$ cat config.mk
export PLATFORM = sky130hd
export DESIGN_NAME = multicycle_control_unit
export DESIGN_NICKNAME = d
export VERILOG_FILES = /design/src/rtl/cpu_pkg.sv /design/src/rtl/alu_op_decoder.sv /design/src/rtl/multicycle_control_unit.sv
export SDC_FILE = /design/constraint.sdc
export NUM_CORES = 1
export LEC_CHECK = 0
export ABC_AREA = 1
export BUFFER_PORTS_ARGS = -buffer_cell sky130_fd_sc_hd__buf_2
export CORE_UTILIZATION = 46
export CTS_CLUSTER_DIAMETER = 30
export DETAILED_ROUTE_END_ITERATION = 6
export GPL_ROUTABILITY_DRIVEN = 0
export GPL_TIMING_DRIVEN = 0
export PLACE_DENSITY = 0.86
export SLEW_MARGIN = 30
export SYNTH_ARGS = -nofsm -noshare
export SYNTH_HDL_FRONTEND = slang
export SYNTH_HIERARCHICAL = 1
export SYNTH_SLANG_ARGS = --single-unit
$ cat constraint.sdc
create_clock -name clk -period 2.96 [get_ports clk]
set_input_delay 0.148 -clock clk [delete_from_list [all_inputs] [get_ports clk]]
set_output_delay 0.148 -clock clk [all_outputs]
set_load 0.01 [all_outputs]
$ cat src/rtl/cpu_pkg.sv
// rtl/cpu_pkg.sv - shared types and encodings for the multicycle RV32I control path
package cpu_pkg;

  typedef enum logic [3:0] {
    ALU_ADD  = 4'b0000,
    ALU_SUB  = 4'b0001,
    ALU_AND  = 4'b0010,
    ALU_OR   = 4'b0011,
    ALU_XOR  = 4'b0100,
    ALU_SLTU = 4'b1000,
    ALU_BGEU = 4'b1001,
    ALU_SLL  = 4'b1010,
    ALU_SRL  = 4'b1011,
    ALU_SRA  = 4'b1100,
    ALU_SLT  = 4'b1101,
    ALU_BGE  = 4'b1110
  } alu_op_t;

  // Which funct3 table the ALU op decoder applies in the current state
  typedef enum logic [1:0] {
    CLS_ADD    = 2'b00,
    CLS_R      = 2'b01,
    CLS_I      = 2'b10,
    CLS_BRANCH = 2'b11
  } alu_class_t;

  typedef enum logic [3:0] {
    S_FETCH    = 4'd0,
    S_DECODE   = 4'd1,
    S_MEMADR   = 4'd2,
    S_MEMREAD  = 4'd3,
    S_MEMWB    = 4'd4,
    S_MEMWRITE = 4'd5,
    S_EXECR    = 4'd6,
    S_EXECI    = 4'd7,
    S_ALUWB    = 4'd8,
    S_BRANCH   = 4'd9,
    S_JAL      = 4'd10,
    S_JALRADR  = 4'd11,
    S_JALR     = 4'd12,
    S_LUI      = 4'd13,
    S_AUIPC    = 4'd14
  } ctrl_state_t;

  localparam logic [6:0] OP_LOAD   = 7'b0000011;
  localparam logic [6:0] OP_STORE  = 7'b0100011;
  localparam logic [6:0] OP_R      = 7'b0110011;
  localparam logic [6:0] OP_IMM    = 7'b0010011;
  localparam logic [6:0] OP_BRANCH = 7'b1100011;
  localparam logic [6:0] OP_JAL    = 7'b1101111;
  localparam logic [6:0] OP_JALR   = 7'b1100111;
  localparam logic [6:0] OP_LUI    = 7'b0110111;
  localparam logic [6:0] OP_AUIPC  = 7'b0010111;

  localparam logic       ADR_PC     = 1'b0;
  localparam logic       ADR_ALUOUT = 1'b1;

  localparam logic [1:0] RES_ALUOUT    = 2'b00;
  localparam logic [1:0] RES_DATA      = 2'b01;
  localparam logic [1:0] RES_ALURESULT = 2'b10;

  localparam logic [1:0] SRCA_PC    = 2'b00;
  localparam logic [1:0] SRCA_OLDPC = 2'b01;
  localparam logic [1:0] SRCA_RD1   = 2'b10;
  localparam logic [1:0] SRCA_ZERO  = 2'b11;

  localparam logic [1:0] SRCB_RD2  = 2'b00;
  localparam logic [1:0] SRCB_IMM  = 2'b01;
  localparam logic [1:0] SRCB_FOUR = 2'b10;

  localparam logic [2:0] IMM_I = 3'b000;
  localparam logic [2:0] IMM_S = 3'b001;
  localparam logic [2:0] IMM_B = 3'b010;
  localparam logic [2:0] IMM_J = 3'b011;
  localparam logic [2:0] IMM_U = 3'b100;

endpackage

$ cat src/rtl/alu_op_decoder.sv
// rtl/alu_op_decoder.sv - funct3/funct7[5]/class to ALU operation code
module alu_op_decoder
  import cpu_pkg::*;
(
  input  logic [2:0] funct3_i,
  input  logic       funct7b5_i,
  input  alu_class_t op_class_i,
  output alu_op_t    alu_op_o
);

  always_comb begin
    alu_op_o = ALU_ADD;
    case (op_class_i)
      CLS_BRANCH: begin
        case (funct3_i)
          3'b000, 3'b001: alu_op_o = ALU_SUB;
          3'b100:         alu_op_o = ALU_SLT;
          3'b101:         alu_op_o = ALU_BGE;
          3'b110:         alu_op_o = ALU_SLTU;
          3'b111:         alu_op_o = ALU_BGEU;
          default:        alu_op_o = ALU_SUB;
        endcase
      end
      CLS_R, CLS_I: begin
        case (funct3_i)
          // funct7[5] on an immediate add is part of the immediate, not a SUB
          3'b000:  alu_op_o = (op_class_i == CLS_R && funct7b5_i) ? ALU_SUB : ALU_ADD;
          3'b001:  alu_op_o = ALU_SLL;
          3'b010:  alu_op_o = ALU_SLT;
          3'b011:  alu_op_o = ALU_SLTU;
          3'b100:  alu_op_o = ALU_XOR;
          3'b101:  alu_op_o = funct7b5_i ? ALU_SRA : ALU_SRL;
          3'b110:  alu_op_o = ALU_OR;
          default: alu_op_o = ALU_AND;
        endcase
      end
      default: alu_op_o = ALU_ADD;
    endcase
  end

endmodule

$ cat src/rtl/multicycle_control_unit.sv
// rtl/multicycle_control_unit.sv - main sequencing FSM of the multicycle RV32I core
module multicycle_control_unit
  import cpu_pkg::*;
#(
  parameter int RESET_STATE_FETCH = 1
) (
  input  logic        clk,
  input  logic        rst_n,
  input  logic [31:0] Instr,
  input  logic        Zero,
  input  logic        MemReady,
  output logic        MemValid,
  output logic        MemWrite,
  output logic        AdrSrc,
  output logic        IRWrite,
  output logic        PCWrite,
  output logic        RegWrite,
  output logic [1:0]  ResultSrc,
  output logic [1:0]  ALUSrcA,
  output logic [1:0]  ALUSrcB,
  output logic [2:0]  ImmSrc,
  output logic [3:0]  ALUControlSignal,
  output logic        IllegalInstr
);

  // The value 0 is reserved; both settings start the core in FETCH
  localparam ctrl_state_t RST_STATE = (RESET_STATE_FETCH == 0) ? S_FETCH : S_FETCH;

  ctrl_state_t state_q, state_d;
  alu_class_t  op_class;
  alu_op_t     alu_dec;
  logic [6:0]  opcode;
  logic [2:0]  funct3;
  logic        is_store;
  logic        branch_taken;
  logic        unused_instr_bits;

  assign opcode            = Instr[6:0];
  assign funct3            = Instr[14:12];
  assign is_store          = Instr[5];
  assign unused_instr_bits = ^{Instr[31], Instr[29:15], Instr[11:7]};

  always_ff @(posedge clk) begin
    if (!rst_n) state_q <= RST_STATE;
    else        state_q <= state_d;
  end

  always_comb begin
    op_class = CLS_ADD;
    case (state_q)
      S_EXECR:  op_class = CLS_R;
      S_EXECI:  op_class = CLS_I;
      S_BRANCH: op_class = CLS_BRANCH;
      default:  op_class = CLS_ADD;
    endcase
  end

  alu_op_decoder u_alu_op_decoder (
    .funct3_i   (funct3),
    .funct7b5_i (Instr[30]),
    .op_class_i (op_class),
    .alu_op_o   (alu_dec)
  );

  // BEQ is taken on Zero; every other comparison is taken on a nonzero ALU result
  always_comb begin
    case (funct3)
      3'b000:                         branch_taken = Zero;
      3'b001, 3'b100, 3'b101,
      3'b110, 3'b111:                 branch_taken = ~Zero;
      default:                        branch_taken = 1'b0;
    endcase
  end

  always_comb begin
    state_d          = state_q;
    MemValid         = 1'b0;
    MemWrite         = 1'b0;
    AdrSrc           = ADR_PC;
    IRWrite          = 1'b0;
    PCWrite          = 1'b0;
    RegWrite         = 1'b0;
    ResultSrc        = RES_ALUOUT;
    ALUSrcA          = SRCA_PC;
    ALUSrcB          = SRCB_RD2;
    ImmSrc           = IMM_I;
    ALUControlSignal = alu_dec;
    IllegalInstr     = 1'b0;

    case (state_q)
      S_FETCH: begin
        MemValid  = 1'b1;
        ALUSrcB   = SRCB_FOUR;
        ResultSrc = RES_ALURESULT;
        if (MemReady) begin
          IRWrite = 1'b1;
          PCWrite = 1'b1;
          state_d = S_DECODE;
        end
      end
      S_DECODE: begin
        // Branch/jump target is precomputed here and held in ALUOut
        ALUSrcA = SRCA_OLDPC;
        ALUSrcB = SRCB_IMM;
        if (opcode == OP_BRANCH)   ImmSrc = IMM_B;
        else if (opcode == OP_JAL) ImmSrc = IMM_J;
        case (opcode)
          OP_LOAD, OP_STORE: state_d = S_MEMADR;
          OP_R:              state_d = S_EXECR;
          OP_IMM:            state_d = S_EXECI;
          OP_BRANCH:         state_d = S_BRANCH;
          OP_JAL:            state_d = S_JAL;
          OP_JALR:           state_d = S_JALRADR;
          OP_LUI:            state_d = S_LUI;
          OP_AUIPC:          state_d = S_AUIPC;
          default: begin
            IllegalInstr = 1'b1;
            state_d      = S_FETCH;
          end
        endcase
      end
      S_MEMADR: begin
        ALUSrcA = SRCA_RD1;
        ALUSrcB = SRCB_IMM;
        ImmSrc  = is_store ? IMM_S : IMM_I;
        state_d = is_store ? S_MEMWRITE : S_MEMREAD;
      end
      S_MEMREAD: begin
        MemValid = 1'b1;
        AdrSrc   = ADR_ALUOUT;
        if (MemReady) state_d = S_MEMWB;
      end
      S_MEMWB: begin
        ResultSrc = RES_DATA;
        RegWrite  = 1'b1;
        state_d   = S_FETCH;
      end
      S_MEMWRITE: begin
        MemValid = 1'b1;
        MemWrite = 1'b1;
        AdrSrc   = ADR_ALUOUT;
        if (MemReady) state_d = S_FETCH;
      end
      S_EXECR: begin
        ALUSrcA = SRCA_RD1;
        ALUSrcB = SRCB_RD2;
        state_d = S_ALUWB;
      end
      S_EXECI: begin
        ALUSrcA = SRCA_RD1;
        ALUSrcB = SRCB_IMM;
        state_d = S_ALUWB;
      end
      S_ALUWB: begin
        RegWrite = 1'b1;
        state_d  = S_FETCH;
      end
      S_BRANCH: begin
        ALUSrcA = SRCA_RD1;
        ALUSrcB = SRCB_RD2;
        ImmSrc  = IMM_B;
        PCWrite = branch_taken;
        state_d = S_FETCH;
      end
      S_JAL, S_JALR: begin
        // PC takes the target from ALUOut while the ALU forms the link value
        PCWrite = 1'b1;
        ALUSrcA = SRCA_OLDPC;
        ALUSrcB = SRCB_FOUR;
        state_d = S_ALUWB;
      end
      S_JALRADR: begin
        ALUSrcA = SRCA_RD1;
        ALUSrcB = SRCB_IMM;
        state_d = S_JALR;
      end
      S_LUI: begin
        ALUSrcA = SRCA_ZERO;
        ALUSrcB = SRCB_IMM;
        ImmSrc  = IMM_U;
        state_d = S_ALUWB;
      end
      S_AUIPC: begin
        ALUSrcA = SRCA_OLDPC;
        ALUSrcB = SRCB_IMM;
        ImmSrc  = IMM_U;
        state_d = S_ALUWB;
      end
      default: state_d = S_FETCH;
    endcase

    if (!rst_n) begin
      MemValid         = 1'b0;
      MemWrite         = 1'b0;
      AdrSrc           = 1'b0;
      IRWrite          = 1'b0;
      PCWrite          = 1'b0;
      RegWrite         = 1'b0;
      ResultSrc        = 2'b00;
      ALUSrcA          = 2'b00;
      ALUSrcB          = 2'b00;
      ImmSrc           = 3'b000;
      ALUControlSignal = 4'b0000;
      IllegalInstr     = 1'b0;
    end
  end

endmodule
==> qor.txt <==
CTS Buf Count -> 3
DP Worst Slack -> 0.628 ns
worst slew pin tran -> 0.427 ns
Die W -> 45.8 um
Max VDD drop -> 185 uV
met1 usage -> 28.1%
post-cts sizing count -> 0
Setup TNS -> 0 ns
critical path fanouts, max -> 5
Seq/Total Area, Yosys -> 9.07%
CTS sink count -> 4
minimum clock period -> 2.60 ns
CTS clk-pin slew, worst paths -> 0.04 ns
Worst setup EP type -> primary output
Routed WL -> 2.19 mm
synthesized area -> 883 um2
DP Wirelength -> 1.78 mm
Clock Latency Late Sink -> 0.23 ns
fillers -> 201
Regs by FF count -> state_q (4)
RSZ-0062 raised after global routing -> false
most frequent cells in the layout -> nand2_1, buf_2, inv_1
Max Clock Freq -> 385 MHz
Critical Path, Cell by Cell -> inv_2 > nor2_1 > inv_1 > o21ai_0 > inv_1 > ha_1 > a21boi_2 > o21ai_0 > a21oi_1 > nand2_1 > inv_1 > buf_2
worst setup margin -> 0.362 ns
Setup CP Type -> reg2out
Synth Net Count -> 211
max reg flops -> 4
Setup Viol. Count Final -> 0
GR Layer Usage met3 -> 0%
share of layout cells above drive strength 1 -> 26.9%
Tot GR Track Use -> 21.6%
DR vias -> 1156
worst r2r src -> state_q[0]$_SDFFE_PN0P_
Critical Path Max Stage Delay -> 0.39 ns
vias in the first global route -> 901
synthesis-to-finish area growth -> 24.8%
max_cap viols -> 0
Hold Path Origin -> rst_n
Final Hold Viols -> 0
crit start category -> register
critical path startpoint -> state_q[2]$_SDFFE_PN0P_
drt first pass iters -> 4
H-tree lvl count -> 1
CP Data Required Time -> 2.81 ns
CTS root buf -> clkbuf_4
# diodes -> 0
cell family contributing the most delay on the critical path -> compound AO/OA/AOI/OAI gates
most common cell after layout, fill and taps aside -> nand2_1
vias per std cell -> 4.96
CP Data Arrival Time -> 2.45 ns
postcts setup bufs -> 0
Netlist cell types -> 31
mean routed wirelength per cell -> 9.39 um
total of warnings raised by yosys -> 6
GRT Residual Overflow -> 0
Clock Skew -> 0.00434 ns
drt first-iter violations -> 36
Buf+Inv Stages, Crit Path -> 5
Post-route DRC -> 0
status -> completed
Mapped Cells -> 172
Reg with most FFs -> state_q
Port Buf Inserts -> 33
first-pass GRT wire length -> 3.46 mm
Critical-path top delay cell -> dfxtp_1
Rel. slew slack -> 71.5%
Post-CTS Hold Buffers -> 0
period utilization -> 87.8%
GR Util met2 -> 39.1%
Tightest Hold Check Type -> in2reg
Die ar. -> 2100 um2
FP Rows -> 15
TritonCTS clock tree -> built
cell mode on critical path -> inv_1
CORE AREA -> 1760 um2
synthesized flop and latch total -> 4
DRT antenna net count -> 0
largest net degree at the start of global routing -> 11
IO Pins -> 56
Top Usage Layer GRT -> met2
Avg Synthesized Cell Area -> 5.14 um2
initial antenna violation count -> 0
Die Y-Extent -> 45.8 um
PD cells -> 190 nW/um2
fin nets -> 249
Initial Util -> 50.1%
Pleak -> 0.642 nW
Slew Viols, Final -> 0
clk buf depth -> 2
[worst min-delay path, stage by stage]
cell,delay (ns)
buf_2,0.14
nand2_1,0.08
inv_1,0.04
[worst paths after layout]
| kind | endpoint | slack, ns | cells after the start |
|---|---|---|---|
| worst max-delay path | ALUControlSignal[3] | 0.36 | 12 |
| worst max register to register | state_q[2]$_SDFFE_PN0P_ | 1.62 | 6 |
| worst min register to register | state_q[2]$_SDFFE_PN0P_ | 0.64 | 2 |
| worst min-delay path | state_q[1]$_SDFFE_PN0P_ | 0.22 | 3 |
[per-stage QoR]
stage                     power (W)  instance area, um2  cells  util (%)  hold WS (ns)
after detailed placement   0.000143                1080    230      61.2         0.461
after floorplan            0.000114                 883    172         -         0.378
final                      0.000209                1100    233      62.5         0.225
after CTS                  0.000214                1100    233      62.5         0.211
after global placement     0.000143                1080    230      61.2         0.470
after global routing       0.000225                1100    233      62.5         0.230
[cells by family (layout without fill, tap and decap cells)]
group	count (synthesis)	count (layout)	synth area share (%)
AOI/OAI and AO/OA	31	31	20.7
DFF	4	4	9.07
xor gates and xnor gates	1	1	0.992
buffers and inverters	41	77	18.6
and+or+nand+nor	92	92	46.5
adders and majority gates	3	3	4.25
[cell type report]
type	instances	area, um2	area share, %
multi-input cells	127	639	58.0
repair buffers	33	165	15.0
inverters	37	139	12.6
flip-flops and latches	4	80.1	7.26
well taps	25	31.3	2.84
plain buffers	4	25.0	2.27
clock buffers	3	22.5	2.04
[where the power goes]
part	switching, W	leakage, nW	internal (W)
clock network	0.0000205	0.0138	0.0000452
registers	0.00000290	0.0325	0.0000558
logic	0.0000526	0.596	0.0000321
total	0.0000760	0.642	0.000133
[synth_stat cells, drive strengths merged]
| master | instances | area share (%) |
|---|---|---|
| nand4 | 3 | 2.1 |
| o211ai | 2 | 1.7 |
| clkinv | 1 | 0.42 |
| nor3 | 2 | 1.1 |
| dfxtp | 4 | 9.1 |
| inv | 36 | 15 |
| a221oi | 1 | 0.99 |
| or2 | 1 | 0.71 |
| nand2 | 46 | 21 |
| clkbuf | 1 | 0.42 |
| nand3b | 1 | 0.85 |
| nand3 | 14 | 7.9 |
| o21ai | 9 | 5.1 |
| a21oi | 13 | 7.8 |
| ha | 3 | 4.2 |
| nor4 | 1 | 1.4 |
| a21o | 1 | 0.85 |
| a22oi | 1 | 0.85 |
| nor2 | 24 | 12 |
| a21boi | 1 | 1.3 |
| a31oi | 3 | 2.1 |
| xnor2 | 1 | 0.99 |
| buf | 3 | 2.4 |
[layer usage]
layer  part of all wire, %  up-vias
li1                      -      622
met1                    47      501
met2                    48       33
met3                   4.7        0
met4                     0        0
met5                     0        -
No activity file was read; power rests on OpenSTA's default activity.
